===== config.mk =====
export PLATFORM = sky130hd
export DESIGN_NAME = fetch_ctrl
export DESIGN_NICKNAME = d
export VERILOG_FILES = /design/src/rtl/fetch_pkg.sv /design/src/rtl/pc_next_gen.sv /design/src/rtl/fetch_ctrl.sv
export SDC_FILE = /design/constraint.sdc
export NUM_CORES = 1
export LEC_CHECK = 0
export CORE_MARGIN = 4
export CORE_UTILIZATION = 45
export DETAILED_ROUTE_END_ITERATION = 12
export PLACE_DENSITY = 0.84
export SLEW_MARGIN = 20
export SYNTH_ARGS = -nofsm -noshare
export SYNTH_HDL_FRONTEND = slang
export SYNTH_SLANG_ARGS = --single-unit

===== constraint.sdc =====
create_clock -name clk -period 6.3 [get_ports clk]
set_input_delay 1.26 -clock clk [delete_from_list [all_inputs] [get_ports clk]]
set_output_delay 1.26 -clock clk [all_outputs]
set_load 0.02 [all_outputs]

===== src/rtl/fetch_pkg.sv =====
// Shared types and constants for the fetch stage.
// Latency: n/a (declarations only).
// Backpressure: n/a.
package fetch_pkg;

    localparam logic [31:0] NOP_INSTR   = 32'h0000_0013;
    localparam logic [6:0]  EXIT_OPCODE = 7'b1111111;

    typedef enum logic [1:0] {
        BOOT = 2'd0,
        RUN  = 2'd1,
        HALT = 2'd2
    } state_e;

endpackage


===== src/rtl/pc_next_gen.sv =====
// Sequential PC and redirect-target generation, both wrapped to the imem size.
// Latency: purely combinational.
// Backpressure: none; the caller decides when to load either result.
module pc_next_gen #(
    parameter int unsigned IMEM_WORDS = 1024
) (
    input  logic [31:0] pc_i,
    input  logic [31:0] redirect_pc_i,
    output logic [31:0] pc_next_o,
    output logic [31:0] redirect_tgt_o
);

    localparam logic [31:0] IMEM_BYTES = 32'(IMEM_WORDS * 4);

    // One extra bit so pc+4 at the top of the 32-bit space cannot alias low.
    logic [32:0] pc_plus4;
    logic [31:0] tgt_aligned;

    assign pc_plus4    = {1'b0, pc_i} + 33'd4;
    assign pc_next_o   = (pc_plus4 >= {1'b0, IMEM_BYTES}) ? 32'd0 : pc_plus4[31:0];

    // Both operands are word multiples, so the modulo result stays aligned.
    assign tgt_aligned    = redirect_pc_i & ~32'd3;
    assign redirect_tgt_o = tgt_aligned % IMEM_BYTES;

endmodule


===== src/rtl/fetch_ctrl.sv =====
// Fetch sequencer: owns the PC, captures imem data into IF/ID; optional halt via FETCH_HALT_EN.
// Latency: instruction at pc_o appears on ifid_* one cycle later; first valid capture 2 cycles after reset.
// Backpressure: stall_i holds PC, IF/ID and counter; redirect_i overrides stall and flushes IF/ID.
module fetch_ctrl
    import fetch_pkg::*;
#(
    parameter logic [31:0] RESET_PC   = 32'h0000_0000,
    parameter int unsigned IMEM_WORDS = 1024,
    parameter int unsigned CNT_W      = 32
) (
    input  logic             clk,
    input  logic             rst_n,
    output logic [31:0]      pc_o,
    input  logic [31:0]      instr_i,
    input  logic             stall_i,
    input  logic             redirect_i,
    input  logic [31:0]      redirect_pc_i,
    output logic [31:0]      ifid_instr_o,
    output logic [31:0]      ifid_pc_o,
    output logic             ifid_valid_o,
    output logic             halted_o,
    output logic [CNT_W-1:0] fetch_cnt_o
);

    state_e             state_q, state_d;
    logic [31:0]        pc_q, pc_d;
    logic [31:0]        instr_q, instr_d;
    logic [31:0]        ifid_pc_q, ifid_pc_d;
    logic               valid_q, valid_d;
    logic [CNT_W-1:0]   cnt_q, cnt_d;
    logic [31:0]        pc_next;
    logic [31:0]        redirect_tgt;

    pc_next_gen #(
        .IMEM_WORDS (IMEM_WORDS)
    ) u_pc_next_gen (
        .pc_i           (pc_q),
        .redirect_pc_i  (redirect_pc_i),
        .pc_next_o      (pc_next),
        .redirect_tgt_o (redirect_tgt)
    );

    // State, PC, IF/ID and counter registers; reset drops any in-flight fetch.
    always_ff @(posedge clk or negedge rst_n) begin
        if (!rst_n) begin
            state_q   <= BOOT;
            pc_q      <= RESET_PC;
            instr_q   <= NOP_INSTR;
            ifid_pc_q <= 32'd0;
            valid_q   <= 1'b0;
            cnt_q     <= '0;
        end else begin
            state_q   <= state_d;
            pc_q      <= pc_d;
            instr_q   <= instr_d;
            ifid_pc_q <= ifid_pc_d;
            valid_q   <= valid_d;
            cnt_q     <= cnt_d;
        end
    end

    // Next state: redirect beats stall beats a normal capture; HALT only drains IF/ID.
    always_comb begin
        state_d   = state_q;
        pc_d      = pc_q;
        instr_d   = instr_q;
        ifid_pc_d = ifid_pc_q;
        valid_d   = valid_q;
        cnt_d     = cnt_q;
        case (state_q)
            BOOT: begin
                state_d = RUN;
            end
            RUN: begin
                if (redirect_i) begin
                    pc_d    = redirect_tgt;
                    instr_d = NOP_INSTR;
                    valid_d = 1'b0;
                end else if (!stall_i) begin
                    instr_d   = instr_i;
                    ifid_pc_d = pc_q;
                    valid_d   = 1'b1;
                    cnt_d     = cnt_q + CNT_W'(1);
                    pc_d      = pc_next;
`ifdef FETCH_HALT_EN
                    // The exit word itself retires; fetch stops behind it.
                    if (instr_i[6:0] == EXIT_OPCODE) begin
                        state_d = HALT;
                    end
`endif
                end
            end
            HALT: begin
                if (!stall_i) begin
                    instr_d = NOP_INSTR;
                    valid_d = 1'b0;
                end
            end
            default: begin
                state_d = BOOT;
            end
        endcase
    end

    assign pc_o         = pc_q;
    assign ifid_instr_o = instr_q;
    assign ifid_pc_o    = ifid_pc_q;
    assign ifid_valid_o = valid_q;
    assign fetch_cnt_o  = cnt_q;

`ifdef FETCH_HALT_EN
    assign halted_o = (state_q == HALT);
`else
    assign halted_o = 1'b0;
`endif

endmodule


Word-level counts from Yosys, hierarchy flattened
Cells that the tools add are included.
Widths: inputs -> output; s select.
{"block": "classes", "bitwise": 2, "add_sub_neg": 2, "muxes": 12, "eq_ne": 5, "order_cmp": 1, "reduce_logical": 6}
{"cell": "$mux 32", "n": 6}
{"cell": "$pmux 32 s2", "n": 1}
{"cell": "$add 32x3->33 const B", "n": 1}
{"cell": "$ge 33x13->1 const B", "n": 1}
{"cell": "$add 32x1->32 const B", "n": 1}
{"cell": "$reduce_and 3->1", "n": 2}
{"cell": "$pmux 2 s2", "n": 1}
{"cell": "$mux 1", "n": 3}
{"cell": "$ne 3x3->1 const B", "n": 1}
{"cell": "$eq 2x1->1 const B", "n": 1}
{"cell": "$eq 2x2->1 const B", "n": 1}
{"cell": "$logic_not 2->1", "n": 1}
{"cell": "$ne 2x1->1 const B", "n": 1}
{"cell": "$ne 2x2->1 const B", "n": 1}
{"cell": "$not 1->1", "n": 2}
{"cell": "$pmux 1 s2", "n": 1}
{"cell": "$reduce_and 2->1", "n": 1}
{"cell": "$reduce_bool 2->1", "n": 1}
{"cell": "$reduce_or 2->1", "n": 1}
{"block": "totals", "in_bits": 68, "reg_bits": 131, "out_inout_bits": 130, "wordCells": 34}

Logic depth before layout (Yosys ltp)
Gate-level depths: netlist of the first run.
{"block": "depth", "depth_word": 5, "mapped_depth": 10, "ltp_nobuf": 8}

Cells and area by module
Synthesis of the first run repeated with hierarchy kept, for this count alone.
{"block": "hier_totals", "cells_unflattened": 667, "hier_area_um2": 6577.6}
{"module": "fetch_ctrl", "cells_each": 487, "seq_area_each_um2": 3256.9, "instances": 1, "area_per_inst_um2": 5358.9}
{"module": "pc_next_gen", "cells_each": 180, "seq_area_each_um2": 0.0, "instances": 1, "area_per_inst_um2": 1218.7}

Least setup slack after synthesis of the first run
Ideal clock, no wire load.
{"block": "synth_timing", "kind": "input to register", "from": "in redirect_i", "to": "reg cnt_q[29] (netlist: fetch_cnt_o[29])", "t_required_ns": 6.171, "stages": 8, "setup_slack_ns": 3.132, "n_path_buf": 1, "setup_time_ns": 0.129, "arrival_time_ns": 3.039, "path_cell_list": "clkbuf_1 > nor3b_1 > nand4_1 > nor4_1 > nand2_1 > nor2_1 > nand3_1 > xnor2_1"}
{"block": "synth_via", "elab_chain_cells": 2}
{"item": "start: declaration", "line_no": "fetch_ctrl.sv:16", "text": "input logic redirect_i,"}
{"item": "$not 1->1 (no line)"}
{"item": "$reduce_and 3->1 (no line)"}
{"item": "end signal: assignment", "line_no": "fetch_ctrl.sv:58", "text": "cnt_q <= cnt_d;"}
{"item": "end: declaration", "line_no": "fetch_ctrl.sv:30", "text": "logic [CNT_W-1:0] cnt_q, cnt_d;"}
Every way passes these cells.
A chain may end at the register's enable or synchronous reset.

Worst setup path in the final report of the first run
{"block": "layout_timing", "from": "in redirect_i", "to": "reg cnt_q[30] (netlist: fetch_cnt_o[30])"}
Same word-level chain as after synthesis.

==> results of run 1 <==
## cells by family after synthesis
family	Yosys count	synth area share, %
xor gates and xnor gates	33	5.16
AOI/OAI and AO/OA	75	10.7
buffers and inverters	38	3.48
DFF	126	56.4
muxes	1	0.179
and+or+nand+nor	267	23.5
adders and majority gates	2	0.447
other	2	0.134
## metrics by stage
stage / std cells / power (W) / worst slack (ns) / utilization (%)
3_5_place_dp: 856 / 0.00133 / 2.00 / 61.0
3_3_place_gp: 856 / 0.00132 / 2.11 / 61.0
6_report: 888 / 0.00228 / 2.36 / 65.9
5_1_grt: 888 / 0.00238 / 2.17 / 65.9
2_1_floorplan: 548 / 0.00113 / 3.13 / -
4_1_cts: 888 / 0.00230 / 2.37 / 65.9
## routing by layer
metal  vias to the layer above  routed length (um)
li1                       2235                   -
met1                      2307                6490
met2                       172                7670
met3                        21                 887
met4                         0                 245
met5                         -                   0
## worst max-delay path by stage
stage / from / to / slack [ns] / depth (start not counted)
floorplan: redirect_i / fetch_cnt_o[29] / 3.13 / 8
global placement: redirect_i / fetch_cnt_o[28] / 2.11 / 8
detailed placement: redirect_i / fetch_cnt_o[28] / 2.00 / 8
CTS: redirect_i / fetch_cnt_o[30] / 2.37 / 8
global route: redirect_i / fetch_cnt_o[28] / 2.17 / 8
finish: redirect_i / fetch_cnt_o[30] / 2.36 / 8
## state kept, by name (all words and copies together) (netlist names)
register,count
state_q,1
fetch_cnt_o,32
ifid_pc_o,30
ifid_instr_o,32
ifid_valid_o,1
pc_o,30
## Yosys cell counts, drive strengths merged, types with 3 or more instances
cell type and number:
o2111ai 8, inv 4, a2111oi 3, nor3b 3, nor4 6, and3 9, a311oi 3, a22o 29
a211oi 3, nand3 34, o21ai 7, a21oi 7, or3 3, dfrtp 123, and2 24, and4 8
dfstp 3, xnor2 22, xor2 11, nor3 15, buf 13, nor2 20, clkbuf 21, nand4 14
o22a 3, nand2 121, nor2b 3
## power groups by stage
stage | logic [W] | registers [W] | clock network, W
floorplan | 0.000122 | 0.00100 | 0
global placement | 0.000369 | 0.000949 | 0
detailed placement | 0.000377 | 0.000952 | 0
CTS | 0.000380 | 0.000940 | 0.000978
global route | 0.000405 | 0.000952 | 0.00102
finish | 0.000375 | 0.000941 | 0.000965
## area by class of cell
class	count	area (um^2)	share of cell area, %
Tap cell	168	210	2.63
Timing Repair Buffer	174	1730	21.7
Clock buffer	20	457	5.72
Multi-Input combinational cell	384	2280	28.6
Clock inverter	12	135	1.69
Inverter	4	15.0	0.188
Sequential cell	126	3160	39.5
## worst register-to-register path, cell delays in order, from the launching register on
cell and delay, ns:
dfrtp_1 0.47, ha_1 0.27, nand4_1 0.31, nor2_1 0.43
a41oi_1 0.17, or3_1 0.38, nor4_2 0.89, and3_2 0.36
a311o_1 0.16
==> reports/results.tsv, run 1 <==
stage	metric	value	unit
run_status	status	completed	
timing	clk_skew	0.00733	ns
grt	initial antenna violation count	0	
setup_path	most frequent CP cell	nand2_1	
detailed_routing	Detail Route Antenna Nets	0	
timing	Tmin final	3.94	ns
synth	Yosys top cell area share	55.0	%
setup_path	Slowest-stage cell, CP	clkdlybuf4s50_1	
setup_path	worst-case reg-to-reg path depth	8	
setup_path	Crit Path Class	in -> reg	
floorplanning	die area	14300	um^2
detailed_routing	total number of vias	4735	
setup_path	CP startpoint kind	input pin	
layout	commonest non-fill, non-tap cell in the layout	clkdlybuf4s50_1	
setup_path	R2R Path End	pc_o[7]	
power_and_ir_drop	internal power	0.00165	W
synth	Seq cells post-synth	126	
timing	setup_tns	0	ns
floorplanning	die width	120	um
layout	layout cells sized above 1	7.22	%
grt	pin count of the biggest net entering global routing	69	
setup_path	CP Capture Type	register	
synth	FFs w/ async S/R, synth	100	%
grt	vias in the first global route	4895	
cts	# hold bufs at CTS	0	
cts	Setup Fix Bufs, Post-CTS	0	
timing	final setup violation count	0	
cts	CTS H-Tree Depth	4	
job	Max-Cap Viols	0	
setup_path	register-to-register setup slack	2.80	ns
placed_design	detailed placer's ending HPWL	10700	um
grt	total global routing overflow	0	
detailed_routing	Detailed Routing Iterations Pass 1	5	
timing	actual slew at the worst max-slew pin	1.00	ns
worst_hold_path	WHS Path Cells	2	
timing	RSZ-0062 raised after global routing	false	
cts	Sink Count	126	
layout	Design Area, Final	7980	um^2
worst_hold_path	WHS Endpoint	ifid_pc_o[14]	
timing	slew margin rel.	32.6	%
cts	root buffer cell	clkbuf_16	
detailed_routing	1st-iter DRT viols	262	
layout	Layout Nets	777	
placed_design	DP Area	7390	um^2
synth	Post-Syn Area	5600	um^2
floorplanning	Die H	120	um
layout	fill count	966	
grt	GRT Max-Usage Layer	met2	
layout	Layout area overhead	42.5	%
timing	f_max	0.254	GHz
setup_path	worst r2r src	pc_o[3]	
floorplanning	Core Region	12100	um^2
setup_path	Buf/Inv on CP	1	
worst_hold_path	HP Start	ifid_pc_o[14]	
power_and_ir_drop	Sequential Power Share	41.2	%
cts	Clock transition at path regs	0.06	ns
timing	post-route clock period utilization	62.6	%
power_and_ir_drop	Combinational Power Share	16.5	%
timing	Final Hold Fails	0	
power_and_ir_drop	PD cells	286	nW/um^2
power_and_ir_drop	Peak VDD IR	154	uV
synth	Yosys cell types	55	
timing	Slew Limit Fails	0	
placed_design	GP Congestion	0.861	
setup_path	CP Max Fanout	17	
synth	post-synthesis sequential area ratio	56.4	%
power_and_ir_drop	switch share	27.6	%
synth	Synth Flop Type	dfrtp_1	
setup_path	Required @ worst endpoint	6.59	ns
detailed_routing	DRC Markers	0	
cts	Skew-Pair Late Insertion Delay	0.41	ns
layout	Antenna diodes	0	
power_and_ir_drop	sw power	0.000629	W
power_and_ir_drop	Clock Power Share	42.3	%
detailed_routing	wire length per cell	17.2	um
setup_path	CP max stage delay	0.81	ns
grt	M1 GR Usage	27.7	%
detailed_routing	drt total wl	15300	um
worst_hold_path	Hold WC Path Type	reg -> reg	
detailed_routing	routed vias/inst	5.33	
setup_path	cell chain of the critical path	clkdlybuf4s50_1, nor4bb_1, nand4_1, nor3_1, nand2_1, nor2_1, nand2_1, xnor2_1	
grt	met3 Use GR	5.94	%
floorplanning	I/O pin total	198	
grt	global-route wire length before repair	25200	um
synth	post-synth top area cell	dfrtp_1	
grt	grt met2 use	36.5	%
synth	Post-synth EDFFs	0	
floorplanning	Initial Util	46.2	%
synth	Gate Count Post-Synth	544	
layout	most frequent cells in the layout	clkdlybuf4s50_1 (169), dfrtp_1 (123), nand2_1 (121)	
synth	Avg Synthesized Cell Area	10.3	um^2
synth	top cells by area, synth	dfrtp_1 (55%), nand2_1 (8.1%), a22o_1 (4.5%)	
grt	Tot GR Track Use	21.9	%
setup_path	Arrival @ worst endpoint	4.23	ns
synth	Syn. warnings	0	
power_and_ir_drop	Pleak	3.50	nW
timing	WHS	0.474	ns
placed_design	port buffer count	170	
cts	CTS max path bufs	2	
cts	Inserted Clock Buffers	17	
setup_path	Top delay family on crit path	simple AND/OR/NAND/NOR gates	
cts	post-CTS sizing	0	
cts	TritonCTS clock tree	done	
floorplanning	row cnt	40	
Note: power is estimated with default switching activity, not from simulation.
==> run 2: changes to the inputs <==
--- a/config.mk
+++ b/config.mk
@@ -6,9 +6,9 @@
 export NUM_CORES = 1
 export LEC_CHECK = 0
 export CORE_MARGIN = 4
-export CORE_UTILIZATION = 45
+export CORE_UTILIZATION = 41
 export DETAILED_ROUTE_END_ITERATION = 12
-export PLACE_DENSITY = 0.84
+export PLACE_DENSITY = 0.81
 export SLEW_MARGIN = 20
 export SYNTH_ARGS = -nofsm -noshare
 export SYNTH_HDL_FRONTEND = slang
==> constraint.sdc (replaced) <==
create_clock -name clk -period 3.2 [get_ports clk]
set_input_delay 0.64 -clock clk [delete_from_list [all_inputs] [get_ports clk]]
set_output_delay 0.64 -clock clk [all_outputs]
set_load 0.02 [all_outputs]
==> reports/results.tsv, run 2 (synthesized netlist as in run 1, its figures left out) <==
stage	metric	value	unit
grt	Tot GR Track Use	20.4	%
power_and_ir_drop	Pleak	3.56	nW
setup_path	CP Capture Type	register	
placed_design	dpl cells	876	
cts	Inserted Clock Buffers	17	
grt	global-route wire length before repair	26000	um
floorplanning	row cnt	42	
layout	Layout Nets	790	
timing	actual slew at the worst max-slew pin	0.642	ns
layout	Antenna diodes	0	
placed_design	DP Area	7490	um^2
grt	pin count of the biggest net entering global routing	127	
layout	Design Area, Final	8090	um^2
floorplanning	I/O pin total	198	
cts	Sink Count	126	
cts	CTS H-Tree Depth	4	
setup_path	R2R Path End	pc_o[7]	
timing	Final Hold Fails	0	
setup_path	worst r2r src	pc_o[2]	
power_and_ir_drop	switch share	26.7	%
layout	layout cells sized above 1	8.50	%
setup_path	Crit Path Class	reg -> reg	
floorplanning	die area	15600	um^2
detailed_routing	total number of vias	4892	
grt	total global routing overflow	0	
placed_design	port buffer count	170	
setup_path	CP startpoint kind	register	
power_and_ir_drop	internal power	0.00327	W
timing	setup_tns	0	ns
timing	clk_skew	0.00700	ns
floorplanning	Core Region	13300	um^2
cts	TritonCTS clock tree	done	
timing	Tmin final	2.93	ns
timing	slew margin rel.	57.2	%
placed_design	GP Congestion	0.908	
cts	# hold bufs at CTS	0	
floorplanning	Die H	125	um
power_and_ir_drop	Combinational Power Share	18.1	%
cts	CTS max path bufs	2	
grt	vias in the first global route	5050	
timing	post-route clock period utilization	91.6	%
setup_path	Required @ worst endpoint	3.54	ns
setup_path	worst-case reg-to-reg path depth	9	
detailed_routing	routed vias/inst	5.41	
power_and_ir_drop	total power	0.00447	W
detailed_routing	Detail Route Antenna Nets	0	
floorplanning	die width	125	um
setup_path	Arrival @ worst endpoint	3.27	ns
power_and_ir_drop	Peak VDD IR	363	uV
power_and_ir_drop	Clock Power Share	40.9	%
layout	most frequent cells in the layout	clkdlybuf4s50_1 (169), dfrtp_1 (123), nand2_1 (121)	
cts	Clock transition at path regs	0.05	ns
floorplanning	Initial Util	42.1	%
detailed_routing	Detailed Routing Iterations Pass 1	5	
timing	RSZ-0062 raised after global routing	false	
layout	commonest non-fill, non-tap cell in the layout	clkdlybuf4s50_1	
placed_design	detailed placer's ending HPWL	10800	um
timing	Slew Limit Fails	0	
run_status	status	completed	
detailed_routing	wire length per cell	17.2	um
cts	Setup Fix Bufs, Post-CTS	0	
worst_hold_path	Hold WC Path Type	in -> async	
layout	Finished Core Util	60.8	%
layout	Non-Filler Instances	905	
detailed_routing	drt total wl	15500	um
setup_path	CP Max Fanout	11	
power_and_ir_drop	PD cells	553	nW/um^2
power_and_ir_drop	sw power	0.00119	W
cts	Skew-Pair Late Insertion Delay	0.41	ns
power_and_ir_drop	Sequential Power Share	41.0	%
detailed_routing	1st-iter DRT viols	310	
timing	f_max	0.341	GHz
timing	final setup violation count	0	
grt	initial antenna violation count	0	
layout	Layout area overhead	44.4	%
cts	root buffer cell	clkbuf_16	
detailed_routing	DRC Markers	0	
job	Max-Cap Viols	0	
setup_path	register-to-register setup slack	0.27	ns
[run 2: cell count changes in the layout (fill, tap and decap cells not counted), sizes merged]
cell      before  now
buf            5   17
clkbuf        20   22
clkinv         4    3
clkinvlp       4    2
inv            6    4
[run 2: worst max path at each step]
| stage | start | to | slack, ns | cells past startpoint |
|---|---|---|---|---|
| floorplan | pc_o[7] | pc_o[5] | 0.52 | 10 |
| detailed placement | redirect_i | fetch_cnt_o[30] | 0.33 | 8 |
| finish | pc_o[2] | pc_o[7] | 0.27 | 9 |
| global placement | redirect_i | fetch_cnt_o[30] | 0.34 | 8 |
| global route | pc_o[2] | pc_o[7] | 0.07 | 9 |
| CTS | pc_o[2] | pc_o[7] | 0.28 | 9 |
[run 2: power by group through the flow]
stage	clock [W]	combinational (W)	sequential [W]
2_1_floorplan	0	0.000241	0.00198
3_3_place_gp	0	0.000781	0.00185
3_5_place_dp	0	0.000801	0.00185
4_1_cts	0.00186	0.000806	0.00183
5_1_grt	0.00195	0.000875	0.00185
6_report	0.00183	0.000809	0.00183
[run 2: area by class of cell]
cell class,instances,area [um^2]
clock buffer,21,470
clock inverter,7,90.1
fill,1082,5210
inverter,4,15.0
multi-input combinational,384,2280
sequential,126,3160
tap,176,220
timing repair buffer,187,1850
[run 2: routing by layer]
| layer | wire (um) | global-route usage [%] |
|---|---|---|
| met5 | 0 | 0 |
| met4 | 284 | 5.87 |
| met3 | 1240 | 7.08 |
| met2 | 7360 | 32.7 |
| met1 | 6640 | 26.5 |
[run 2: worst max-delay path, cell delays in order, from the launching register on]
cell and delay, ns:
dfrtp_1 0.44, ha_1 0.26, nand4_1 0.35, nor2_2 0.35
a41oi_1 0.18, or3_1 0.41, nor4_2 0.28, buf_4 0.21
and3_2 0.20, a311o_1 0.18
[run 2: timing repair]
action,in CTS,in global routing
hold endpoints to repair,0,0
resized for setup,0,1
setup endpoints to repair,0,1
[run 2: through the flow]
step	setup WS, ns	hold slack, ns
5_1_grt	0.0658	0.216
4_1_cts	0.276	0.475
3_5_place_dp	0.329	0.465
2_1_floorplan	0.517	0.344
3_3_place_gp	0.342	0.458
6_report	0.268	0.192
==> run 3: changes to the inputs <==
--- a/config.mk
+++ b/config.mk
@@ -6,10 +6,11 @@
 export NUM_CORES = 1
 export LEC_CHECK = 0
 export CORE_MARGIN = 4
-export CORE_UTILIZATION = 41
+export CORE_UTILIZATION = 43
 export DETAILED_ROUTE_END_ITERATION = 12
 export PLACE_DENSITY = 0.81
 export SLEW_MARGIN = 20
 export SYNTH_ARGS = -nofsm -noshare
 export SYNTH_HDL_FRONTEND = slang
+export SYNTH_HIERARCHICAL = 1
 export SYNTH_SLANG_ARGS = --single-unit
==> reports/results.tsv, run 3 <==
stage	metric	value	unit
floorplanning	Core Region	14800	um^2
timing	WHS	0.264	ns
synth	mux cell area share after synthesis	5.50	%
setup_path	worst r2r src	pc_o[2]	
grt	vias in the first global route	5353	
cts	root buffer cell	clkbuf_16	
cts	Clock transition at path regs	0.06	ns
synth	Syn. warnings	6	
timing	Slew Limit Fails	0	
run_status	status	completed	
timing	Tmin final	2.90	ns
timing	clk_skew	0.00923	ns
power_and_ir_drop	switch share	28.6	%
timing	RSZ-0062 raised after global routing	false	
grt	pin count of the biggest net entering global routing	95	
detailed_routing	Detailed Routing Iterations Pass 1	5	
timing	f_max	0.345	GHz
floorplanning	die area	17300	um^2
cts	Skew-Pair Late Insertion Delay	0.42	ns
synth	FFs w/ async S/R, synth	100	%
synth	Yosys cell types	47	
cts	TritonCTS clock tree	done	
cts	Inserted Clock Buffers	17	
layout	layout cells sized above 1	8.07	%
detailed_routing	drt total wl	17100	um
layout	Layout area overhead	35.6	%
setup_path	CP Max Fanout	7	
cts	# hold bufs at CTS	0	
detailed_routing	DRC Markers	0	
detailed_routing	routed vias/inst	5.23	
cts	post-CTS sizing	0	
synth	top cells by area, synth	dfrtp_1 (48%), nand2_1 (8.9%), buf_4 (6.2%)	
detailed_routing	total number of vias	5371	
setup_path	Crit Path Class	reg -> reg	
synth	Seq cells post-synth	130	
timing	post-route clock period utilization	90.7	%
setup_path	worst-case reg-to-reg path depth	10	
synth	Yosys top cell area share	48.3	%
placed_design	detailed placer's ending HPWL	11900	um
synth	Post-synth EDFFs	0	
grt	Tot GR Track Use	20.0	%
floorplanning	Initial Util	44.6	%
worst_hold_path	Hold WC Path Type	in -> async	
placed_design	DP Area	8300	um^2
layout	Design Area, Final	8920	um^2
grt	total global routing overflow	0	
job	Max-Cap Viols	0	
power_and_ir_drop	internal power	0.00369	W
cts	Sink Count	130	
setup_path	Crit. Startpoint	pc_o[2]	
setup_path	CP startpoint kind	register	
power_and_ir_drop	sw power	0.00148	W
setup_path	CP Capture Type	register	
layout	commonest non-fill, non-tap cell in the layout	clkdlybuf4s50_1	
synth	Synth Area in Compound Gates	8.50	%
synth	main combinational cell family by area after synthesis	simple AND/OR/NAND/NOR gates	
cts	CTS H-Tree Depth	4	
placed_design	port buffer count	174	
power_and_ir_drop	Peak VDD IR	363	uV
synth	synth cell count leaders	nand2_1 (156), dfrtp_1 (127), buf_4 (54)	
detailed_routing	Detail Route Antenna Nets	0	
grt	initial antenna violation count	0	
synth	most common cell in the netlist	nand2_1	
detailed_routing	1st-iter DRT viols	410	
synth	Synth Flop Type	dfrtp_1	
timing	Final Hold Fails	0	
setup_path	Slowest-stage cell, CP	dfrtp_1	
floorplanning	die width	132	um
synth	post-synthesis sequential area ratio	49.5	%
detailed_routing	wire length per cell	16.6	um
cts	CTS max path bufs	2	
setup_path	CP max stage delay	0.45	ns
floorplanning	I/O pin total	198	
cts	Setup Fix Bufs, Post-CTS	0	
setup_path	cell chain of the critical path	ha_1, nand4_1, nor4_4, nand4_1, o21ai_0, nand3_1, buf_4, nor4_1, mux2i_1, o21ai_0	
setup_path	Required @ worst endpoint	3.51	ns
synth	Post-Syn Area	6580	um^2
synth	Avg Synthesized Cell Area	9.86	um^2
floorplanning	Die H	132	um
power_and_ir_drop	Sequential Power Share	39.2	%
timing	slew margin rel.	47.2	%
timing	actual slew at the worst max-slew pin	0.787	ns
power_and_ir_drop	Clock Power Share	39.3	%
synth	Synth Area in XOR/XNOR	5.33	%
setup_path	Arrival @ worst endpoint	3.21	ns
grt	global-route wire length before repair	28300	um
synth	post-synth top area cell	dfrtp_1	
synth	simple-gate portion of the synthesized area	21.1	%
power_and_ir_drop	PD cells	580	nW/um^2
synth	Adder-Cell Fraction of Synth Area	0.380	%
floorplanning	row cnt	44	
layout	Antenna diodes	0	
power_and_ir_drop	Combinational Power Share	21.5	%
layout	Layout Nets	900	
timing	final setup violation count	0	
synth	Gate Count Post-Synth	667	
timing	setup_tns	0	ns
placed_design	GP Congestion	0.836	
layout	most frequent cells in the layout	clkdlybuf4s50_1 (172), nand2_1 (156), dfrtp_1 (127)	
power_and_ir_drop	Pleak	3.98	nW
## run 3: final cells by class
type | count | area, um^2
Fill cell | 1233 | 5840
Sequential cell | 130 | 3260
Multi-Input combinational cell | 479 | 2860
Timing Repair Buffer | 193 | 1910
Tap cell | 184 | 230
Inverter | 9 | 33.8
Clock buffer | 22 | 464
Clock inverter | 10 | 156
## run 3: per-layer routing
layer / vias up / track usage (%) / part of all wire, %
li1: 2551 / - / -
met1: 2595 / 25.4 / 44
met2: 200 / 33.6 / 49
met3: 25 / 5.16 / 5.1
met4: 0 / 6.07 / 1.8
met5: - / 0 / 0
## run 3: kinds of logic after synthesis
logic type	count (synthesis)
xor+xnor	40
fa+ha+maj	2
buf+inv	99
mux	36
compound gates	81
simple gates	276
flops	130
other cells	3
## run 3: worst paths after layout
check                           slack (ns)          endpoint
worst max-delay path                  0.30           pc_o[7]
worst min-delay path                  0.26  ifid_instr_o[10]
worst max register to register        0.30           pc_o[7]
worst min register to register        0.47   fetch_cnt_o[31]
max in group asynchronous             2.14           pc_o[3]
min in group clk                      0.47   fetch_cnt_o[31]
## run 3: power groups by stage
stage	Clock, W	Combinational, W	Sequential, W
after floorplan	0	0.000369	0.00224
after global placement	0	0.00109	0.00205
after detailed placement	0	0.00111	0.00205
after CTS	0.00206	0.00112	0.00203
after global routing	0.00214	0.00119	0.00206
final	0.00203	0.00111	0.00203
## run 3: per-stage QoR
stage	instances	setup WS (ns)	power, W	utilization [%]
after floorplan	708	0.706	0.00261	-
after detailed placement	995	0.402	0.00317	56.2
after global routing	1027	0.0158	0.00540	60.4
final	1027	0.299	0.00517	60.4
after CTS	1027	0.329	0.00521	60.4
after global placement	995	0.463	0.00314	56.2
## run 3: worst max-delay path: cells and delay by family (launching register included)
| family | cells | cell delay, ns |
|---|---|---|
| AOI/OAI and AO/OA | 2 | 0.46 |
| adders and majority gates | 1 | 0.27 |
| buffers and inverters | 1 | 0.26 |
| DFF | 1 | 0.45 |
| muxes | 1 | 0.11 |
| and+or+nand+nor | 5 | 1.24 |
